`src/rtl/hpdcache_pkg.sv`:
```
// Shared types and helpers for the HPDcache refill path.
//   hpdcache_refill_fsm_e : refill controller state encoding
//   idx_w()               : index width for a table of n entries, never below 1 bit
package hpdcache_pkg;

  typedef enum logic [2:0] {
    IDLE,
    RECV,
    ARB,
    ACK_RD,
    WRITE,
    RSP
  } hpdcache_refill_fsm_e;

  function automatic int unsigned idx_w(input int unsigned n);
    return (n > 1) ? $clog2(n) : 1;
  endfunction

endpackage

```
`src/rtl/hpdcache_refill_ctrl.sv`:
```
// Refill controller: collects memory read-response beats for one outstanding
// miss into a line buffer, acknowledges (frees) the owning MSHR entry through
// the cache pipeline arbiter, writes line + tag into the cache and, when the
// MSHR entry asks for it, returns the requested word to the core.
//   mem_rsp_*   : memory response channel (id = {mshr_way, mshr_set})
//   arb_req/gnt : cache pipeline slot request / grant
//   mshr_ack_*  : MSHR ack/free; mshr_*_i is the entry read back one cycle later
//   refill_*    : one-cycle data+directory write of the assembled line
//   core_rsp_*  : valid/ready response of the requested word to the core
//   busy_o      : controller is not idle
module hpdcache_refill_ctrl
  import hpdcache_pkg::*;
#(
  parameter int unsigned MSHR_SETS  = 4,
  parameter int unsigned MSHR_WAYS  = 4,
  parameter int unsigned SET_W      = 7,
  parameter int unsigned TAG_W      = 20,
  parameter int unsigned WAY_W      = 2,
  parameter int unsigned REQ_ID_W   = 6,
  parameter int unsigned SRC_ID_W   = 3,
  parameter int unsigned WORD_W     = 64,
  parameter int unsigned LINE_WORDS = 8,
  parameter int unsigned MEM_DATA_W = 128,
  localparam int unsigned MSW    = idx_w(MSHR_SETS),
  localparam int unsigned MWW    = idx_w(MSHR_WAYS),
  localparam int unsigned WIW    = $clog2(LINE_WORDS),
  localparam int unsigned LINE_W = LINE_WORDS * WORD_W
) (
  input  logic                  clk_i,
  input  logic                  rst_ni,
  input  logic                  mem_rsp_valid_i,
  output logic                  mem_rsp_ready_o,
  input  logic [MWW+MSW-1:0]    mem_rsp_id_i,
  input  logic [MEM_DATA_W-1:0] mem_rsp_data_i,
  input  logic                  mem_rsp_last_i,
  input  logic                  mem_rsp_error_i,
  output logic                  arb_req_o,
  input  logic                  arb_gnt_i,
  output logic                  mshr_ack_o,
  output logic [MSW-1:0]        mshr_ack_set_o,
  output logic [MWW-1:0]        mshr_ack_way_o,
  input  logic [REQ_ID_W-1:0]   mshr_req_id_i,
  input  logic [SRC_ID_W-1:0]   mshr_src_id_i,
  input  logic [SET_W-1:0]      mshr_cache_set_i,
  input  logic [WAY_W-1:0]      mshr_cache_way_i,
  input  logic [TAG_W-1:0]      mshr_cache_tag_i,
  input  logic [WIW-1:0]        mshr_word_i,
  input  logic                  mshr_need_rsp_i,
  input  logic                  mshr_is_prefetch_i,
  output logic                  refill_we_o,
  output logic [SET_W-1:0]      refill_set_o,
  output logic [WAY_W-1:0]      refill_way_o,
  output logic [TAG_W-1:0]      refill_tag_o,
  output logic [LINE_W-1:0]     refill_data_o,
  output logic                  core_rsp_valid_o,
  input  logic                  core_rsp_ready_i,
  output logic [WORD_W-1:0]     core_rsp_data_o,
  output logic [REQ_ID_W-1:0]   core_rsp_tid_o,
  output logic [SRC_ID_W-1:0]   core_rsp_sid_o,
  output logic                  core_rsp_error_o,
  output logic                  busy_o
);

  localparam int unsigned BEATS = LINE_W / MEM_DATA_W;
  // One extra count value marks "buffer full"; further beats are overflow.
  localparam int unsigned CW = $clog2(BEATS + 1);
  localparam logic [CW-1:0] CNT_LAST = CW'(BEATS - 1);
  localparam logic [CW-1:0] CNT_FULL = CW'(BEATS);

  hpdcache_refill_fsm_e  state_q;
  logic [CW-1:0]         beat_cnt_q;
  logic                  err_q;
  logic [MSW-1:0]        ack_set_q;
  logic [MWW-1:0]        ack_way_q;
  logic [REQ_ID_W-1:0]   req_id_q;
  logic [SRC_ID_W-1:0]   src_id_q;
  logic [SET_W-1:0]      cset_q;
  logic [WAY_W-1:0]      cway_q;
  logic [TAG_W-1:0]      ctag_q;
  logic [WIW-1:0]        word_q;
  logic                  need_rsp_q;
  logic                  is_pref_q;
  logic [MEM_DATA_W-1:0] line_q [BEATS];

  logic                  receiving;
  logic                  beat_acc;
  logic                  cnt_full;
  logic [LINE_W-1:0]     line_flat;
  logic [WORD_W-1:0]     rsp_word;

  assign receiving = (state_q == IDLE) || (state_q == RECV);
  assign beat_acc  = receiving && mem_rsp_valid_i;
  assign cnt_full  = (beat_cnt_q == CNT_FULL);

  always_ff @(posedge clk_i or negedge rst_ni) begin
    if (!rst_ni) begin
      state_q    <= IDLE;
      beat_cnt_q <= '0;
      err_q      <= 1'b0;
      ack_set_q  <= '0;
      ack_way_q  <= '0;
      req_id_q   <= '0;
      src_id_q   <= '0;
      cset_q     <= '0;
      cway_q     <= '0;
      ctag_q     <= '0;
      word_q     <= '0;
      need_rsp_q <= 1'b0;
      is_pref_q  <= 1'b0;
    end else begin
      case (state_q)
        IDLE, RECV: begin
          if (mem_rsp_valid_i) begin
            if (state_q == IDLE) begin
              ack_set_q <= mem_rsp_id_i[MSW-1:0];
              ack_way_q <= mem_rsp_id_i[MSW +: MWW];
            end
            if (!cnt_full) beat_cnt_q <= beat_cnt_q + CW'(1);
            // Overflow beats and a premature/late last both poison the line.
            err_q   <= err_q | mem_rsp_error_i | cnt_full
                     | (mem_rsp_last_i & (beat_cnt_q != CNT_LAST));
            state_q <= mem_rsp_last_i ? ARB : RECV;
          end
        end
        ARB: begin
          if (arb_gnt_i) state_q <= ACK_RD;
        end
        ACK_RD: begin
          req_id_q   <= mshr_req_id_i;
          src_id_q   <= mshr_src_id_i;
          cset_q     <= mshr_cache_set_i;
          cway_q     <= mshr_cache_way_i;
          ctag_q     <= mshr_cache_tag_i;
          word_q     <= mshr_word_i;
          need_rsp_q <= mshr_need_rsp_i;
          is_pref_q  <= mshr_is_prefetch_i;
          state_q    <= WRITE;
        end
        WRITE: begin
          if (need_rsp_q && !is_pref_q) begin
            state_q <= RSP;
          end else begin
            state_q    <= IDLE;
            err_q      <= 1'b0;
            beat_cnt_q <= '0;
          end
        end
        RSP: begin
          if (core_rsp_ready_i) begin
            state_q    <= IDLE;
            err_q      <= 1'b0;
            beat_cnt_q <= '0;
          end
        end
        default: state_q <= IDLE;
      endcase
    end
  end

  // Line buffer is pure datapath: stale contents are never exposed because a
  // short or aborted line always ends with err set (no write, zero response).
  always_ff @(posedge clk_i) begin
    for (int unsigned b = 0; b < BEATS; b++) begin
      if (beat_acc && (beat_cnt_q == CW'(b))) line_q[b] <= mem_rsp_data_i;
    end
  end

  always_comb begin
    line_flat = '0;
    for (int unsigned b = 0; b < BEATS; b++) begin
      line_flat[b*MEM_DATA_W +: MEM_DATA_W] = line_q[b];
    end
    rsp_word = '0;
    for (int unsigned w = 0; w < LINE_WORDS; w++) begin
      if (word_q == WIW'(w)) rsp_word = line_flat[w*WORD_W +: WORD_W];
    end
  end

  assign mem_rsp_ready_o  = receiving;
  assign arb_req_o        = (state_q == ARB);
  assign mshr_ack_o       = (state_q == ARB) && arb_gnt_i;
  assign mshr_ack_set_o   = ack_set_q;
  assign mshr_ack_way_o   = ack_way_q;
  assign refill_we_o      = (state_q == WRITE) && !err_q;
  assign refill_set_o     = cset_q;
  assign refill_way_o     = cway_q;
  assign refill_tag_o     = ctag_q;
  assign refill_data_o    = (state_q == WRITE) ? line_flat : '0;
  assign core_rsp_valid_o = (state_q == RSP);
  assign core_rsp_data_o  = ((state_q == RSP) && !err_q) ? rsp_word : '0;
  assign core_rsp_tid_o   = req_id_q;
  assign core_rsp_sid_o   = src_id_q;
  assign core_rsp_error_o = (state_q == RSP) && err_q;
  assign busy_o           = (state_q != IDLE);

endmodule
```
`config.mk`:
```
export PLATFORM = sky130hd
export DESIGN_NAME = hpdcache_refill_ctrl
export DESIGN_NICKNAME = d
export VERILOG_FILES = /design/src/rtl/hpdcache_pkg.sv /design/src/rtl/hpdcache_refill_ctrl.sv
export SDC_FILE = /design/constraint.sdc
export NUM_CORES = 1
export LEC_CHECK = 0
export ABC_CLOCK_PERIOD_IN_PS = 13750
export CAP_MARGIN = 25
export CELL_PAD_IN_SITES_DETAIL_PLACEMENT = 0
export CELL_PAD_IN_SITES_GLOBAL_PLACEMENT = 1
export CORE_AREA = 2 2 310 312
export DETAILED_ROUTE_END_ITERATION = 12
export DIE_AREA = 0 0 312 314
export GPL_TIMING_DRIVEN = 0
export MAX_ROUTING_LAYER = met4
export PLACE_DENSITY_LB_ADDON = 0.2
export RECOVER_POWER = 25
export SLEW_MARGIN = 20
export SYNTH_ARGS = -nofsm -noshare
export SYNTH_HDL_FRONTEND = slang
export SYNTH_SLANG_ARGS = --single-unit
```
`constraint.sdc`:
```
create_clock -name clk_i -period 13.75 [get_ports clk_i]
set_clock_uncertainty 0.2 [all_clocks]
set_input_delay 2.75 -clock clk_i [delete_from_list [all_inputs] [get_ports clk_i]]
set_output_delay 2.75 -clock clk_i [all_outputs]
set_load 0.05 [all_outputs]
```
==> results by stage, run 1 <==
Timing:
- Setup total negative slack on the finished layout was measured at 0 ns.
- The final max-slew violation count was 36.
- The clock period could shrink to about 7.1 ns.
- The final hold slack is around 0.29 ns.
- Based on the critical path, the design can be clocked at up to 0.140 GHz.
- The count of endpoints failing setup in the final report is 0.
- After layout, the worst path uses approximately 52% of the clock period.
- The slew of the pin with the lowest slew margin is approximately 2.2 ns.
- The number of hold-slack violations in the final timing report is 0.
- Setup repair after global routing left no endpoint under its margin.
- The worst slew slack as a fraction of its limit is -47.4%.

Power and ir drop:
- Cell internal power was estimated by the tool at around 4.4 mW.
- The maximum ir drop on the vdd rail is approximately 0.00016 V.
- For this design the total switching power over the nets is 2.98 mW.
- Power spread over the standard cell area amounts to 196 nW/um2.
- The share of total power consumed by net switching is between 40% and 50%.
- The sequential cell fraction of total power is a little under a third.
- The design draws 7.42 mW.
- In this run, the clock network consumes about a quarter of the power.
- Of the total power, combinational logic draws around 45%.
- For this design the static power due to leakage is approximately 13 nW.

Final layout:
- The area overhead of the layout relative to synthesis is 50.1%.
- The proportion of layout cells with a drive suffix above 1 is roughly 16%.
- Cells fill between 40% and 50% of the core in the end.
- After the last flow step, the layout net total stands at ~2,700.

Detailed routing:
- After detailed routing, the number of remaining DRC violations is 0.
- The routed design has between 100,000 and 150,000 um of wire.
- The number of iterations in the first detailed-routing pass is 5.
- The detailed router placed approximately 18,000 vias in this run.
- The DRC violation total after the first TritonRoute iteration is around 1,200.
- After detailed routing, the number of vias per cell comes to ~4.7.
- The detail route stage leaves a number of antenna-violating nets equal to 0.
- The mean routed wirelength per cell is just under 30 um.

Floorplanning:
- The full die area is 98,000 um2.
- From left edge to right edge, the die measures 312 um.
- The initial core utilization is about a quarter.
- The core region is approximately 94,000 um2.
- During I/O placement, the number of pins put on the boundary was slightly above 800.
- The number of standard-cell rows in the floorplan is about 110.
- The die height is about 310 um.

GRT:
- The global router's overall resource usage is 23.2%.
- The largest net degree at the start of global routing is 43.
- The number of global-route vias before repair came to 19,590.
- The wire length of the first global-routing pass is ~150,000 um.
- Global routing finished with a remaining overflow of 0.
- The initial antenna violation count was 26.

Flow run:
- The max-capacitance violation count is 1.

Clock network:
- The sink count of the clock tree is approximately 570.
- The post-CTS resize count is 0.
- The TritonCTS clock tree is yes.
- The number of H-tree levels is 3.
- The library cell used as clock root buffer is sky130_fd_sc_hd__clkbuf_16.
- The hold buffer count at CTS is 0.
- Clock-pin slew was measured on the worst setup and hold paths at approximately 0.050 ns.
- The TritonCTS buffer count is 67.
- At the later pin of the worst-skew pair, clock insertion delay measures around 0.62 ns.
- Post-CTS timing repair inserted 0 buffers for setup.
- The clock passes through at most 3 buffers.

Critical path:
- Data arrives at the worst endpoint at ~4.2 ns.
- STA classifies the critical path endpoint as an output pin.
- The startpoint of the most critical register-to-register path is state_q[1].
- Of all nets on the critical path, the largest fanout is 2.
- The required time reported for the critical path endpoint is 10.80 ns.
- STA classifies the critical path startpoint as a primary input.
- The worst register-to-register path has a depth of 14.
- The terminus of the critical flop-to-flop path is line_q[2][33].
- By startpoint and endpoint, the worst setup path is classified as in -> out.
- The setup slack of the worst register-to-register path is roughly 9.7 ns.

Synth:
- Counting flops and latches in the post-synthesis netlist gives roughly 570.
- Among all flip-flop cells after synthesis, the most frequent one is sky130_fd_sc_hd__edfxtp_1.
- Counting flops with a built-in enable in the synthesized netlist gives ~510.
- Of the synthesized area, sequential elements account for 66.4%.
- The share of async-settable or async-resettable flops after synthesis is under 10%.
- The synthesized area per cell is between 15 and 20 um2.
- The Yosys step of the flow raised 0 warnings.
- The area of the mapped netlist is 25,200 um2.
- The gate count of the mapped netlist is around 1,500.
- The number of different library cells used by synthesis comes to 53.
- The synthesized netlist net count is ~1,700.

Place:
- After legalization and detailed placement, the total HPWL measured 85,500 um.
- The number of I/O port buffers is between 800 and 900.
- The weighted congestion reported at the end of routability-driven placement is between 0.8 and 0.9.

Hold path:
- The worst hold path belongs to the class reg -> reg.
- The depth of the worst hold-timing path is 1.
- The path with the worst hold slack has its endpoint at refill_tag_o[7].
- The origin of the worst min-delay path is refill_tag_o[7].

Outcome:
- The final reports fail on max-capacitance violations, max-slew violations.
- The flow ran to the end, but the final reports show violations.
==> flip-flops by register name, summed over array words and instances, names as in the netlist <==
| signal | cells |
|---|---|
| refill_set_o | 7 |
| word_q | 3 |
| refill_tag_o | 20 |
| line_q | 512 |
| beat_cnt_q | 3 |
| refill_way_o | 2 |
| need_rsp_q | 1 |
| is_pref_q | 1 |
| core_rsp_sid_o | 3 |
| state_q | 3 |
| mshr_ack_set_o | 2 |
| err_q | 1 |
| core_rsp_tid_o | 6 |
| mshr_ack_way_o | 2 |
==> metal layers <==
metal,global-route usage (%),part of all wire [%],vias to the layer above
met5,-,0,-
met4,8.51,3.8,0
met3,6.08,7.7,198
met2,39.8,51,846
met1,25.9,38,9300
li1,-,-,7623
==> synth_stat cells (2+ instances only) <==
cell	n	area, um2
sky130_fd_sc_hd__and3b_1	2	17.5
sky130_fd_sc_hd__inv_1	3	11.3
sky130_fd_sc_hd__and2_1	515	3220
sky130_fd_sc_hd__mux2_1	51	574
sky130_fd_sc_hd__nor2_2	2	12.5
sky130_fd_sc_hd__nand2_1	4	15.0
sky130_fd_sc_hd__o31ai_1	3	22.5
sky130_fd_sc_hd__edfxtp_1	512	15400
sky130_fd_sc_hd__buf_2	66	330
sky130_fd_sc_hd__buf_12	6	120
sky130_fd_sc_hd__nor4b_1	2	17.5
sky130_fd_sc_hd__ha_1	5	62.6
sky130_fd_sc_hd__and3_1	2	12.5
sky130_fd_sc_hd__mux4_2	110	2480
sky130_fd_sc_hd__nor2b_1	2	12.5
sky130_fd_sc_hd__nand3_1	2	10.0
sky130_fd_sc_hd__a22o_1	61	534
sky130_fd_sc_hd__dfrtp_1	54	1350
sky130_fd_sc_hd__clkbuf_1	18	67.6
sky130_fd_sc_hd__nor3b_1	3	22.5
sky130_fd_sc_hd__o221ai_1	4	35.0
sky130_fd_sc_hd__buf_4	13	97.6
sky130_fd_sc_hd__buf_6	6	67.6
sky130_fd_sc_hd__nor2_1	11	41.3
sky130_fd_sc_hd__nand2b_1	5	31.3
sky130_fd_sc_hd__and2b_1	2	15.0
sky130_fd_sc_hd__mux4_1	12	315
sky130_fd_sc_hd__mux2i_1	7	70.1
sky130_fd_sc_hd__o22a_1	3	26.3
sky130_fd_sc_hd__a211oi_1	3	22.5
==> per-stage QoR <==
step | cell area (um2) | setup slack [ns] | cells
6_report | 37800 | 6.62 | 3805
5_1_grt | 37800 | 6.47 | 3798
4_1_cts | 37800 | 6.54 | 3785
3_5_place_dp | 35500 | 6.60 | 3661
3_3_place_gp | 34800 | -16.85 | 3583
2_1_floorplan | 25200 | -3.30 | 1512
==> power by group through the flow <==
stage	clock network (mW)	registers, mW	logic [mW]
2_1_floorplan	0	2.53	1.83
3_3_place_gp	0	2.41	3.30
3_5_place_dp	0	2.28	3.36
4_1_cts	1.91	2.25	3.37
5_1_grt	1.98	2.27	3.46
6_report	1.86	2.25	3.31
==> cell usage in the layout (no fill, tap or decap), drive strengths merged, types with 7 or more instances in the layout <==
cell type,Yosys,routed
a22o,61,61
and2,516,516
buf,91,169
bufinv,0,8
clkbuf,18,108
clkdlybuf4s50,0,706
clkinv,0,19
dfrtp,54,54
diode,0,19
dlygate4sd3,0,99
edfxtp,512,512
inv,3,8
mux2,52,52
mux2i,7,7
mux4,122,122
nor2,13,13
==> worst max-delay path: stages <==
cell and delay, ns:
sky130_fd_sc_hd__clkdlybuf4s50_1 0.48, sky130_fd_sc_hd__and2_1 0.15, sky130_fd_sc_hd__clkdlybuf4s50_1 0.80
==> how the worst max path moves through the flow <==
stage,start,to,cells past startpoint
after global placement,mem_rsp_valid_i,line_q[1][30],3
after floorplan,mem_rsp_valid_i,line_q[1][0],2
after CTS,state_q[1],refill_data_o[320],7
final,arb_gnt_i,mshr_ack_o,3
after global routing,state_q[1],refill_data_o[320],7
after detailed placement,arb_gnt_i,mshr_ack_o,3
==> logic make-up after synthesis <==
family	Yosys count	share of synthesized area, %
DFF	566	66.4
and+or+nand+nor	565	14.1
muxes	181	13.7
buffers and inverters	112	2.76
AOI/OAI and AO/OA	83	2.83
adders and majority gates	5	0.248
==> area by class of cell <==
type                    count  area [um2]
clock inverters            36         427
well taps                1265        1580
flip-flops and latches    566       16700
clock buffers              88        1880
multi-input cells         834        7790
diodes                     19        47.5
fillers                  8991       56600
repair buffers            885        8650
inverters                   3        11.3
plain buffers             109         684
Power figures use the tool's default switching activity.
==> run 2: changes to the inputs <==
--- a/config.mk
+++ b/config.mk
@@ -5,13 +5,13 @@
 export SDC_FILE = /design/constraint.sdc
 export NUM_CORES = 1
 export LEC_CHECK = 0
-export ABC_CLOCK_PERIOD_IN_PS = 13750
+export ABC_CLOCK_PERIOD_IN_PS = 7000
 export CAP_MARGIN = 25
 export CELL_PAD_IN_SITES_DETAIL_PLACEMENT = 0
 export CELL_PAD_IN_SITES_GLOBAL_PLACEMENT = 1
-export CORE_AREA = 2 2 310 312
+export CORE_AREA = 2 2 311 313
 export DETAILED_ROUTE_END_ITERATION = 12
-export DIE_AREA = 0 0 312 314
+export DIE_AREA = 0 0 313 315
 export GPL_TIMING_DRIVEN = 0
 export MAX_ROUTING_LAYER = met4
 export PLACE_DENSITY_LB_ADDON = 0.2
==> constraint.sdc (replaced) <==
create_clock -name clk_i -period 7 [get_ports clk_i]
set_clock_uncertainty 0.2 [all_clocks]
set_input_delay 1.4 -clock clk_i [delete_from_list [all_inputs] [get_ports clk_i]]
set_output_delay 1.4 -clock clk_i [all_outputs]
set_load 0.05 [all_outputs]
==> run 2 against run 1 <==
Compared with the run above:
- the flow still finishes with violations (max-capacitance violations, max-slew violations)
- critical path depth is 3 higher
- register-to-register slack got worse by 6.2 ns
- die area up 0.64%
- sequential share of layout area hardly changed
- non-clock buffer count decreased by 27
- design area barely moved
- power up 95%
- clock-buffer cell count fell by 5
- clock power is 91% higher
- sequential cell count unchanged
- highest routed layer unchanged
==> results by stage, run 2 (synthesized netlist as in run 1, its figures left out) <==
Clock network:
- The hold buffer count at CTS was 0 (unchanged).
- The post-CTS resize count came to 0 (unchanged).
- The TritonCTS buffer count is 68 (+1.5%).
- The number of H-tree levels is 3 (unchanged).
- The source-to-sink clock delay at the later pin of the worst-skew pair is 0.60 ns (-0.02 ns).
- TritonCTS built the clock tree.
- The number of buffers inserted to repair setup after CTS is 0 (unchanged).
- The library cell used as clock root buffer is sky130_fd_sc_hd__clkbuf_16.
- The clock-pin slew on the worst setup and hold paths is 0.06 ns (about the same).
- The deepest clock path buffer count is 3 (unchanged).
- The sink count of the clock tree was 566 (unchanged).

Detailed routing:
- The remaining design rule violation count is 0 (unchanged).
- The mean routed wirelength per cell is 29.8 um (+0.24%).
- The sum of routed wire length over all layers came to 113,000 um (-0.26%).
- The routed via count is 17,888 (-0.44%).
- The DRC violation total after the first TritonRoute iteration is 1,197 (-0.75%).
- The via density per instance came to 4.72 (about the same).
- The number of iterations in the first detailed-routing pass came to 8 (+3).
- The number of routed nets with antenna violations is 0 (unchanged).

Timing:
- The achievable frequency is around 0.18 GHz.
- The slew of the pin with the lowest slew margin is 1.97 ns (-0.238 ns).
- The number of hold-slack violations in the final timing report is 0 (unchanged).
- The time the worst path needs with I/O delays and setup is around 5.5 ns.
- The final max-slew violation count was 33 (-8.3%).
- The part of the cycle the worst path needs is about 79%.
- The count of endpoints failing setup in the final report is 0 (unchanged).
- The final worst-path setup slack was 1.47 ns (-5.15 ns).
- The worst slew slack as a fraction of its limit is -31.5% (+16 points).
- The final sum of negative setup slack is 0 ns (unchanged).
- Setup repair after global routing left no endpoint under its margin.

Critical path:
- The worst setup path is of the reg -> out kind.
- In this run the worst setup path terminates at core_rsp_data_o[60].
- The logic depth of the worst register-to-register path is 11 (-3).
- The setup slack of the worst register-to-register path is 3.45 ns (-6.22 ns).
- The arrival time at the worst endpoint is 3.93 ns (-0.25 ns).
- The worst setup path is launched from a flop.
- The worst setup path startpoint is state_q[1].
- The worst register-to-register path begins at state_q[1].
- The required time reported for the critical path endpoint is 5.40 ns (-5.40 ns).
- The terminus of the critical flop-to-flop path is line_q[1][32].
- The critical path endpoint category is an output pin.
- The peak fanout along the critical path is 10 (+8).

Hold path:
- The path class of the lowest-slack min-delay path is reg -> reg.

Final layout:
- The net total in the final layout came to 2,627 (-0.98%).
- The library cell used most frequently in the layout, excluding fill and tap cells, is sky130_fd_sc_hd__clkdlybuf4s50_1.
- The proportion of layout cells with a drive suffix above 1 was 14.9% (-0.79 points).
- The final core utilization is 39.5% (-0.56 points).
- The number of fill cells is 8,954 (-0.41%).
- The final design instance area without fill was 37,800 um2 (about the same).
- The final instance count without filler cells is 3,786 (-0.50%).
- The number of flip-flops in the largest register came to 512 (unchanged).
- The area overhead of the layout relative to synthesis was 50.0% (about the same).
- The register containing the most flip-flops in the final layout is line_q.
- In the layout the commonest cells are sky130_fd_sc_hd__clkdlybuf4s50_1 (703), sky130_fd_sc_hd__and2_1 (515), sky130_fd_sc_hd__edfxtp_1 (512), sky130_fd_sc_hd__mux4_2 (110), sky130_fd_sc_hd__dlygate4sd3_1 (102).
- The area of all sequential standard cells was 16,700 um2 (unchanged).
- The area occupied by multi-input gates came to 7820 um2 (+0.31%).

Power and ir drop:
- The maximum ir drop on the vdd rail came to 0.000266 V (+63%).
- The share of total power consumed by net switching is 40.5% (+0.28 points).
- The cell-internal power is 8.62 mW (+94%).
- The switching power of the nets is 5.86 mW (+96%).
- The part of the total power dissipated in combinational logic is 45.0% (+0.4 points).
- The clock power share was 24.5% (-0.6 points).
- The sequential cell fraction of total power is 30.5% (+0.2 points).
- The total power divided by cell area is 383 nW/um2 (+95%).
- The reported leakage power is 13.2 nW (-1.0%).

Outcome:
- The checks that failed: max-capacitance violations, max-slew violations.
- The run finished, with violations left.

GRT:
- The number of global-route vias before repair is 19,179 (-2.1%).
- The global router's overall resource usage is 22.9% (-0.29 points).
- The initial antenna violation count is 27 (+3.8%).
- The largest net degree at the start of global routing was 41 (-4.7%).
- The wire length of the first global-routing pass is 153,000 um (-1.4%).
- The leftover overflow at the end of global routing is 0 (unchanged).

Place:
- The cell area reported after detailed placement is 35,500 um2 (+0.13%).
- The number of placed instances with taps included is 3,645 (-0.44%).
- The number of I/O port buffers was 806 (unchanged).
- The weighted congestion reported at the end of routability-driven placement is 0.860 (+0.67%).
- The worst slack at placement is 2.00 ns (-4.60 ns).
- The placed wire-length estimate was 85,500 um (-0.11%).

Floorplanning:
- The full die area was 98,600 um2 (+0.64%).
- The area of the core is 95,700 um2 (+1.3%).
- The die boundary width is 313 um (+0.32%).
- The die height came to 315 um (+0.32%).
- The number of I/O pins is 807 (unchanged).
- The initial core utilization is 26.3% (-0.35 points).
- The number of standard-cell rows in the floorplan is 114 (+0.88%).

Flow run:
- The max-capacitance violation count came to 1 (unchanged).
[run 2: cell count changes in the layout (fill, tap and decap cells not counted), moves of 4 or more]
cell | before | now
sky130_fd_sc_hd__clkinv_2 | 10 | 14
sky130_fd_sc_hd__clkbuf_1 | 32 | 28
sky130_fd_sc_hd__buf_2 | 104 | 66
sky130_fd_sc_hd__buf_6 | 14 | 41
sky130_fd_sc_hd__buf_4 | 40 | 22
[run 2: how the worst min path moves through the flow]
stage | from | end | slack, ns | cells after the start
4_1_cts | refill_tag_o[4] | refill_tag_o[4] | 0.29 | 1
5_1_grt | refill_tag_o[2] | refill_tag_o[2] | 0.31 | 1
6_report | mshr_ack_way_o[0] | mshr_ack_way_o[0] | 0.29 | 1
3_5_place_dp | mshr_ack_way_o[1] | mshr_ack_way_o[1] | 0.27 | 1
2_1_floorplan | need_rsp_q | need_rsp_q | 0.27 | 1
3_3_place_gp | mshr_ack_set_o[0] | mshr_ack_set_o[0] | 0.27 | 1
[run 2: metal layers]
layer / part of all wire (%) / wire (um) / global-route usage [%]
met3: 6.8 / 7680 / 5.28
met1: 39 / 43600 / 26.0
met4: 3.3 / 3710 / 7.95
met2: 51 / 57700 / 39.5
met5: 0 / 0 / -
[run 2: cell type report]
class / count / area share (%)
antenna: 17 / 0.113
buffer: 109 / 1.82
clock buffer: 83 / 4.91
clock inverter: 40 / 1.01
inverter: 3 / 0.0298
multi-input combinational: 834 / 20.7
sequential: 566 / 44.3
tap: 1276 / 4.23
timing repair buffer: 858 / 22.9
[run 2: worst max-delay path, stage by stage, from the launching register on]
cell                              delay (ns)
sky130_fd_sc_hd__dfrtp_1                0.36
sky130_fd_sc_hd__buf_4                  0.16
sky130_fd_sc_hd__and4bb_1               0.67
sky130_fd_sc_hd__and2_1                 0.35
sky130_fd_sc_hd__buf_2                  0.49
sky130_fd_sc_hd__a22o_1                 0.38
sky130_fd_sc_hd__clkdlybuf4s50_1        0.89
[run 2: power by group through the flow]
stage | logic (mW) | registers [mW] | clock network (mW)
after floorplan | 3.59 | 4.91 | 0
after global placement | 6.48 | 4.60 | 0
after detailed placement | 6.60 | 4.48 | 0
after CTS | 6.62 | 4.42 | 3.65
after global routing | 6.80 | 4.47 | 3.77
final | 6.51 | 4.42 | 3.55
[run 2: stage by stage]
| step | hold slack [ns] | total power, mW |
|---|---|---|
| 2_1_floorplan | 0.271 | 8.50 |
| 3_3_place_gp | 0.270 | 11.1 |
| 3_5_place_dp | 0.275 | 11.1 |
| 4_1_cts | 0.295 | 14.7 |
| 5_1_grt | 0.310 | 15.0 |
| 6_report | 0.290 | 14.5 |
==> run 3: changes to the inputs <==
--- a/config.mk
+++ b/config.mk
@@ -5,7 +5,7 @@
 export SDC_FILE = /design/constraint.sdc
 export NUM_CORES = 1
 export LEC_CHECK = 0
-export ABC_CLOCK_PERIOD_IN_PS = 7000
+export ABC_CLOCK_PERIOD_IN_PS = 5710
 export CAP_MARGIN = 25
 export CELL_PAD_IN_SITES_DETAIL_PLACEMENT = 0
 export CELL_PAD_IN_SITES_GLOBAL_PLACEMENT = 1
==> constraint.sdc (replaced) <==
create_clock -name clk_i -period 5.71 [get_ports clk_i]
set_clock_uncertainty 0.2 [all_clocks]
set_input_delay 1.142 -clock clk_i [delete_from_list [all_inputs] [get_ports clk_i]]
set_output_delay 1.142 -clock clk_i [all_outputs]
set_load 0.05 [all_outputs]
==> run 3 against run 2 <==
Compared with the run above:
- the flow still finishes with violations (max-capacitance violations, max-slew violations)
- via count grew 1.1%
- sequential share of layout area is essentially flat
- sequential power grew 23%
- sequential cell count is the same
- register-to-register slack lost 0.90 ns
- critical path depth is the same
- largest cell class unchanged
- combinational power grew 23%
- critical endpoint is now core_rsp_data_o[31]
==> results by stage, run 3 (synthesized netlist as in run 1, its figures left out) <==
Critical path:
- The end point of the critical path is core_rsp_data_o[31].
- In this run the critical register-to-register path is launched from state_q[1].
- The required time reported for the critical path endpoint is 4.37 ns (-1.03 ns).
- The worst setup path is launched from a flop.
- By startpoint and endpoint, the worst setup path is classified as reg -> out.
- The peak fanout along the critical path came to 10 (unchanged).
- The worst path buffer plus inverter count was 4 (+1).
- The worst setup path startpoint is word_q[2].
- The biggest cell delay along the critical path is 0.97 ns (+0.08 ns).
- STA classifies the critical path endpoint as an output pin.
- The critical-path cell with the highest stage delay is sky130_fd_sc_hd__clkdlybuf4s50_1.
- In this run the critical register-to-register path is captured at line_q[2][22].
- The logic depth of the worst register-to-register path is 10 (-1).
- The number of stages on the worst setup path was 6 (unchanged).
- The setup slack of the worst register-to-register path is 2.55 ns (-0.90 ns).
- The critical path goes through buf_2 -> buf_4 -> clkbuf_1 -> o221ai_1 -> a211oi_1 -> clkdlybuf4s50_1.
- The arrival time at the worst endpoint is 4.01 ns (+0.08 ns).
- In this design, the largest share of critical-path delay is due to buffers and inverters.

Clock network:
- The post-CTS resize count is 0 (unchanged).
- The deepest clock path buffer count is 3 (unchanged).
- The clock-pin slew on the worst setup and hold paths was 0.05 ns (about the same).
- TritonCTS built the clock tree.
- The hold buffer count at CTS came to 0 (unchanged).
- The sink count of the clock tree was 566 (unchanged).
- The number of buffers inserted to repair setup after CTS came to 0 (unchanged).
- The number of H-tree levels was 3 (unchanged).
- The TritonCTS buffer count is 67 (-1.5%).
- The root buffer cell chosen for the clock tree is sky130_fd_sc_hd__clkbuf_16.
- The source-to-sink clock delay at the later pin of the worst-skew pair was 0.61 ns (about the same).

Timing:
- The worst slew slack as a fraction of its limit was -60.1% (-29 points).
- The part of the cycle the worst path needs is between 90 and 100%.
- The final sum of negative setup slack is 0 ns (unchanged).
- The slew of the pin with the lowest slew margin is 2.40 ns (+0.429 ns).
- The number of hold-slack violations in the final timing report is 0 (unchanged).
- The final max-slew violation count is 40 (+21%).
- The count of endpoints failing setup in the final report is 0 (unchanged).
- Setup repair after global routing left no endpoint under its margin.
- Derived from the worst setup path, the maximum achievable clock frequency is around 0.19 GHz.
- The final hold slack is 0.294 ns (+0.00318 ns).
- The routed design could run at a clock period as short as about 5.3 ns.

GRT:
- The global router's overall resource usage came to 22.8% (-0.061 points).
- The wire length of the first global-routing pass came to 153,000 um (+0.38%).
- The initial antenna violation count was 31 (+15%).
- The leftover overflow at the end of global routing is 0 (unchanged).
- The largest net degree at the start of global routing is 43 (+4.9%).
- The number of global-route vias before repair is 19,140 (-0.20%).

Detailed routing:
- The sum of routed wire length over all layers was 113,000 um (about the same).
- The number of routed nets with antenna violations came to 0 (unchanged).
- The mean routed wirelength per cell is 29.8 um (about the same).
- The remaining design rule violation count is 0 (unchanged).
- The number of iterations in the first detailed-routing pass was 5 (-3).
- The via density per instance is 4.78 (+1.2%).
- The DRC violation total after the first TritonRoute iteration came to 1,349 (+13%).
- The routed via count is 18,076 (+1.1%).

Floorplanning:
- The area of the core is 95,700 um2 (unchanged).
- The die height is 315 um (unchanged).
- The number of standard-cell rows in the floorplan was 114 (unchanged).
- The number of I/O pins was 807 (unchanged).
- The full die area is 98,600 um2 (unchanged).
- The die boundary width is 313 um (unchanged).
- The initial core utilization is 26.3% (unchanged).

Outcome:
- The final reports fail on max-capacitance violations, max-slew violations.
- The run finished, with violations left.

Power and ir drop:
- The reported leakage power was 13.1 nW (-0.17%).
- The maximum ir drop on the vdd rail is 0.000339 V (+27%).
- The total power divided by cell area is 469 nW/um2 (+22%).

Place:
- The placed wire-length estimate is 85,200 um (-0.25%).
- The number of I/O port buffers is 806 (unchanged).
- The cell area reported after detailed placement was 35,600 um2 (+0.13%).
- The weighted congestion reported at the end of routability-driven placement was 0.854 (-0.61%).

Final layout:
- Leaving out fill and tap cells, the most frequent cells in the layout are sky130_fd_sc_hd__clkdlybuf4s50_1 (707), sky130_fd_sc_hd__and2_1 (515), sky130_fd_sc_hd__edfxtp_1 (512), sky130_fd_sc_hd__mux4_2 (110), sky130_fd_sc_hd__dlygate4sd3_1 (98).
- The area overhead of the layout relative to synthesis is 49.8% (about the same).
- The leading cell type in the layout, fill and taps excluded is sky130_fd_sc_hd__clkdlybuf4s50_1.
- The number of flip-flops in the largest register is 512 (unchanged).
- The final design instance area without fill is 37,700 um2 (about the same).
- The net total in the final layout came to 2,624 (-0.11%).
- The proportion of layout cells with a drive suffix above 1 is 14.4% (-0.44 points).
- The register containing the most flip-flops in the final layout is line_q.

Hold path:
- The worst hold path belongs to the class reg -> reg.

Flow run:
- The max-capacitance violation count came to 1 (unchanged).
==> run 3: cell types whose count changed in the layout (fill, tap and decap cells not counted), moves of 4 or more <==
| cell | before | now |
|---|---|---|
| sky130_fd_sc_hd__buf_6 | 41 | 34 |
| sky130_fd_sc_hd__buf_8 | 4 | 12 |
| sky130_fd_sc_hd__clkbuf_1 | 28 | 34 |
| sky130_fd_sc_hd__clkbuf_8 | 1 | 6 |
| sky130_fd_sc_hd__clkdlybuf4s50_1 | 703 | 707 |
| sky130_fd_sc_hd__clkinv_2 | 14 | 9 |
| sky130_fd_sc_hd__clkinvlp_4 | 4 | 0 |
| sky130_fd_sc_hd__dlygate4sd3_1 | 102 | 98 |
==> run 3: layout make-up <==
cell class	count	area (um2)
Antenna cell	18	45.0
Buffer	109	686
Clock buffer	94	1940
Clock inverter	24	229
Fill cell	9027	58000
Inverter	3	11.3
Multi-Input combinational cell	834	7830
Sequential cell	566	16700
Tap cell	1276	1600
Timing Repair Buffer	856	8680
==> run 3: per-layer routing <==
layer / global-route usage, % / wire (um) / share of wire (%) / vias to the layer above
met5: - / 0 / 0 / -
li1: - / - / - / 7553
met4: 8.86 / 4010 / 3.6 / 0
met1: 25.9 / 42700 / 38 / 9445
met3: 5.87 / 8760 / 7.8 / 176
met2: 38.6 / 57100 / 51 / 902
==> run 3: worst min-delay path by stage <==
stage	startpoint	endpoint	slack, ns	depth (start not counted)
detailed placement	refill_way_o[1]	refill_way_o[1]	0.28	1
CTS	rst_ni	core_rsp_sid_o[1]	0.16	1
global placement	mshr_ack_set_o[0]	mshr_ack_set_o[0]	0.27	1
finish	refill_way_o[1]	refill_way_o[1]	0.29	1
floorplan	need_rsp_q	need_rsp_q	0.27	1
global route	refill_tag_o[5]	refill_tag_o[5]	0.32	1
==> run 3: report_power, final <==
group / switching, mW / internal, mW / total, mW
logic: 5.13 / 2.86 / 7.99
clock network: 1.74 / 2.56 / 4.29
registers: 0.276 / 5.15 / 5.43
==> run 3: stage by stage <==
| stage | worst slack, ns | utilization, % | std cells | power (mW) |
|---|---|---|---|---|
| final | 0.363 | 39.4 | 3780 | 17.7 |
| after global routing | 0.211 | 39.4 | 3780 | 18.3 |
| after CTS | 0.188 | 39.4 | 3762 | 17.9 |
| after detailed placement | 0.873 | 37.1 | 3644 | 13.6 |
| after global placement | -4.63 | 36.5 | 3594 | 13.6 |
| after floorplan | -0.293 | - | 1512 | 10.4 |
==> patch 1, RTL diff (flow settings as in run 2) <==
The 6 states of `hpdcache_refill_fsm_e` get a one-hot encoding in 6 bits.
--- a/src/rtl/hpdcache_pkg.sv
+++ b/src/rtl/hpdcache_pkg.sv
@@ -3,13 +3,13 @@
 //   idx_w()               : index width for a table of n entries, never below 1 bit
 package hpdcache_pkg;
 
-  typedef enum logic [2:0] {
-    IDLE,
-    RECV,
-    ARB,
-    ACK_RD,
-    WRITE,
-    RSP
+  typedef enum logic [5:0] {
+    IDLE   = 6'b000001,
+    RECV   = 6'b000010,
+    ARB    = 6'b000100,
+    ACK_RD = 6'b001000,
+    WRITE  = 6'b010000,
+    RSP    = 6'b100000
   } hpdcache_refill_fsm_e;
 
   function automatic int unsigned idx_w(input int unsigned n);
Behaviour: same outputs for any inputs over 4 cycles, from zero or initial values and one cycle with rst_ni low; so few cycles prove little.
==> patch 1 against run 2 <==
Sequential power up 2%. Count of clock-buffer cells in the layout up 1. Final area up 3.2%. Wire length up 26%. The flow still finishes with violations (max-capacitance violations, max-slew violations). Fmax down 13%. Die area unchanged. Setup slack worse by 860 ps. Sequential cell count up 3. Synthesized area up 3.2%. Critical path type unchanged. Combinational power down 11%. Clock power up 3%. Sequential share of layout area down 1.2 points. First-iteration DRC count up 89%. Total power down 3.5%. Largest cell class unchanged.
==> patch 1: results (changes against run 2) <==
status finished with violations (unchanged); failing checks max-capacitance violations, max-slew violations (unchanged); P_sw 5.62 mW (was 5.86 mW); Cell variety after synth 43 (was 53); synth cell count leaders and3_1 (514), edfxtp_1 (512), clkbuf_1 (145), mux2_2 (87), mux4_2 (80) (was and2_1 (515), edfxtp_1 (512), mux4_2 (110), buf_2 (66), a22o_1 (61)); prevailing post-synth register cell edfxtp_1 (unchanged); gr usage total 0.286 (was 0.229); post-synthesis async set-or-reset flop share 0.100 (was 0.0954); CTS Buf Count 69 (was 68); mean number of vias per cell 5.33 (was 4.72); number of global-route vias before repair 22500 (was 19200); final slew viol count 53 (was 33); Fill cells 9058 (was 8954); share of layout cells above drive strength 1 0.147 (was 0.149); main area contributors after synthesis edfxtp_1 (59%), and3_1 (12%), mux4_2 (6.9%) (was edfxtp_1 (61%), and2_1 (13%), mux4_2 (9.8%)); Detailed Route Iter0 Violations 2262 (was 1197); post_cts resized 0 (unchanged); net count after synthesis 1981 (was 1699); initial antenna violation count 29 (was 27); post-route setup slack 612 ps (was 1470 ps); HP Class reg -> reg (unchanged); Max Root-Sink Buffers 3 (unchanged); CTS HTree Levels 3 (unchanged); Pleak 15.0 nW (was 13.2 nW); wire length after detailed routing 142 mm (was 113 mm); Hold Slack 303 ps (was 290 ps); Slew HR -1.04 (was -0.315); Post-Place Setup Slack 1190 ps (was 2000 ps); sequential share of the synthesized area 0.646 (was 0.664); RePlAce Congestion 0.866 (was 0.860); Post-CTS Setup Bufs 0 (unchanged); max cap viols 1 (unchanged); HPWL Detailed 106 mm (was 85.5 mm); first-pass GRT wire length 188 mm (was 153 mm); max FFs per register 512 (unchanged); maximum vdd drop 0.000169 V (was 0.000266 V); Critical Path AT 4790 ps (was 3930 ps); root buffer cell clkbuf_16 (unchanged); R2R Setup Slk 3240 ps (was 3450 ps); Clk Latency, worst-skew pair approximately 610 ps; Worst-path clk slew 60 ps (about the same); Post-synth EDFFs 512 (unchanged); Largest Register line_q (unchanged); largest net degree at the start of global routing 53 (was 41); nets 2923 (was 2627); Max FO, Critical Path 10 (unchanged); drt pass-1 iters 5 (was 8); port bufs 806 (unchanged); total number of yosys warnings 0 (unchanged)
[patch 1: cell count changes after synthesis, moves of 51 or more]
cell / change
a22o_1: -61
and2_1: -510
and3_1: +512
clkbuf_1: +127
mux2_1: -51
mux2_2: +86
[patch 1: final cells by class]
type,count,area [um^2],area share
inverter,7,26.3,0.000674
timing repair buffer,871,8990,0.231
antenna,18,45.0,0.00116
clock buffer,84,1860,0.0476
multi-input combinational,1030,8470,0.217
buffer,188,782,0.0201
sequential,569,16800,0.431
clock inverter,42,409,0.0105
tap,1276,1600,0.0410
[patch 1: cell families after synthesis]
logic type,Yosys count,synth area share
adders and majority gates,5,0.00241
xor gates and xnor gates,1,0.000337
and+or+nand+nor,629,0.147
DFF,569,0.646
muxes,221,0.128
AOI/OAI and AO/OA,174,0.0459
buffers and inverters,195,0.0304
[patch 1: layer usage]
layer  vias up  track usage  routed length (um)
li1       8956            -                   -
met1     11400        0.340               55200
met2      1222        0.474               69900
met3       219       0.0753               12000
met4         0       0.0908                4510
met5         -            -                   0
[patch 1: stage by stage]
step	TNS (ps)	std cells	area, um^2	power [mW]
2_1_floorplan	-160730	1794	26000	7.61
3_3_place_gp	-2654340	3876	35700	10.2
3_5_place_dp	0	3940	36700	10.4
4_1_cts	0	4066	38900	14.0
5_1_grt	0	4083	39000	14.4
6_report	0	4085	39000	14.0
[patch 1: worst max-delay path, cell delays in order, from the launching register on]
cell and delay, ps:
dfrtp_1 370, buf_2 160, clkbuf_1 240, buf_6 230
inv_1 250, clkbuf_1 750, clkbuf_1 830, nor2_1 130
nor3_2 150, clkdlybuf4s50_1 1020
[patch 1: power groups by stage]
stage	Clock, mW	Sequential (mW)	Combinational (mW)
2_1_floorplan	0	4.97	2.64
3_3_place_gp	0	4.69	5.54
3_5_place_dp	0	4.57	5.83
4_1_cts	3.69	4.51	5.85
5_1_grt	3.80	4.56	6.04
6_report	3.65	4.51	5.81
[patch 1: worst paths after layout]
path	start	end	depth (start not counted)
min	refill_tag_o[4]$_DFFE_PN0P_	refill_tag_o[4]$_DFFE_PN0P_	1
min reg2reg	refill_tag_o[4]$_DFFE_PN0P_	refill_tag_o[4]$_DFFE_PN0P_	1
max reg2reg	state_q[3]$_DFFE_PN0P_	line_q[2][19]$_DFFE_PP_	8
min in group asynchronous	rst_ni	refill_tag_o[18]$_DFFE_PN0P_	1
max in group asynchronous	rst_ni	word_q[0]$_DFFE_PN0P_	2
max	word_q[1]$_DFFE_PN0P_	core_rsp_data_o[28]	9
==> patch 2, RTL diff (config.mk and constraints of run 2) <==
Made on the original files. Set the parameter `REQ_ID_W` to 12 (it was 6).
--- a/src/rtl/hpdcache_refill_ctrl.sv
+++ b/src/rtl/hpdcache_refill_ctrl.sv
@@ -16,7 +16,7 @@
   parameter int unsigned SET_W      = 7,
   parameter int unsigned TAG_W      = 20,
   parameter int unsigned WAY_W      = 2,
-  parameter int unsigned REQ_ID_W   = 6,
+  parameter int unsigned REQ_ID_W   = 12,
   parameter int unsigned SRC_ID_W   = 3,
   parameter int unsigned WORD_W     = 64,
   parameter int unsigned LINE_WORDS = 8,
Ports: changed (resized core_rsp_tid_o and mshr_req_id_i); port bits go from 807 to 819. The function was not compared with the original's and may differ.
==> patch 2 against run 2 <==
Total power increased by 13%. Critical path type unchanged. Sequential cell count increased by 6. Synthesized area increased by 2.8%. The flow still finishes with violations (max-capacitance violations, max-slew violations). Wire length increased by 10%. Critical path depth increased by 1. Core utilization increased by 0.89 points. Combinational power increased by 24%. Setup slack got worse by 450 ps. Non-clock buffer count increased by 23. Final area increased by 2.3%.
==> patch 2: results (changes against run 2) <==
status finished with violations (unchanged); failing checks max-capacitance violations, max-slew violations (unchanged); wire length after detailed routing 124 mm (was 113 mm); drt pass-1 iters 6 (was 8); Cells after Synth 1847 (was 1512); Hold Slack 304 ps (was 290 ps); main area contributors after synthesis edfxtp_1 (59%), and2_1 (12%), dfrtp_1 (5.8%) (was edfxtp_1 (61%), and2_1 (13%), mux4_2 (9.8%)); largest net degree at the start of global routing 43 (was 41); reg2reg start state_q[2]$_DFFE_PN0P_ (was state_q[1]$_DFFE_PN0P_); RePlAce Congestion 0.922 (was 0.860); gr usage total 0.250 (was 0.229); synth cell count leaders and2_1 (516), edfxtp_1 (512), mux2_2 (117), clkbuf_1 (88), nand2_1 (66) (was and2_1 (515), edfxtp_1 (512), mux4_2 (110), buf_2 (66), a22o_1 (61)); clock sinks 572 (was 566); met3 WL 9.21 mm (was 7.68 mm); multi-input gates 1130 (was 834); Cell Count, Final, Fillers Out 4114 (was 3786); Fill cells 9091 (was 8954); clkbuf count 80 (was 83); clock-cell share of area 0.0590 (was 0.0592); Detailed Route Iter0 Violations 1586 (was 1197); max cap viols 2 (was 1); Compound-Gate Fraction of Synth Area 0.0861 (was 0.0283); Slew HR -0.305 (was -0.315); Clk Latency, worst-skew pair 620 ps (was 600 ps); Cell variety after synth 42 (was 53); final slew viol count 63 (was 33); Inserted Diodes 20 (was 17); post-synthesis async set-or-reset flop share 0.105 (was 0.0954); grt met3 use 0.0588 (was 0.0528); WL met2 62.9 mm (was 57.7 mm); sequential share of cell area 0.437 (was 0.443); port bufs 818 (was 806); hold path start need_rsp_q$_DFFE_PN0P_ (was mshr_ack_way_o[0]$_DFFE_PN0P_); first-pass GRT wire length 168 mm (was 153 mm); area post-placement 36300 um^2 (was 35500 um^2); design area 38600 um^2 (was 37800 um^2)
patch 2: cell count changes after synthesis, moves of 22 or more:
cell / run 2 / this run
mux2_2: 1 / 117
mux4_2: 110 / 2
clkbuf_1: 18 / 88
a2111oi_2: 0 / 62
nand2_1: 4 / 66
o22ai_1: 1 / 63
a211oi_1: 3 / 64
a22o_1: 61 / 0
nor2b_1: 2 / 62
mux2i_1: 7 / 65
mux2_1: 51 / 0
buf_2: 66 / 23
o21ai_0: 0 / 41
o21ai_1: 1 / 23
patch 2: power breakdown:
part / switching, mW / leakage (nW) / internal, mW / total [mW]
Combinational: 5.61 / 6.60 / 2.43 / 8.04
Sequential: 0.264 / 5.35 / 4.36 / 4.62
Clock: 1.48 / 1.11 / 2.17 / 3.65
Total: 7.35 / 13.1 / 8.96 / 16.3
patch 2: kinds of logic after synthesis:
| family | after synthesis |
|---|---|
| buffers and inverters | 145 |
| DFF | 572 |
| and+or+nand+nor | 672 |
| muxes | 184 |
| adders and majority gates | 5 |
| AOI/OAI and AO/OA | 269 |
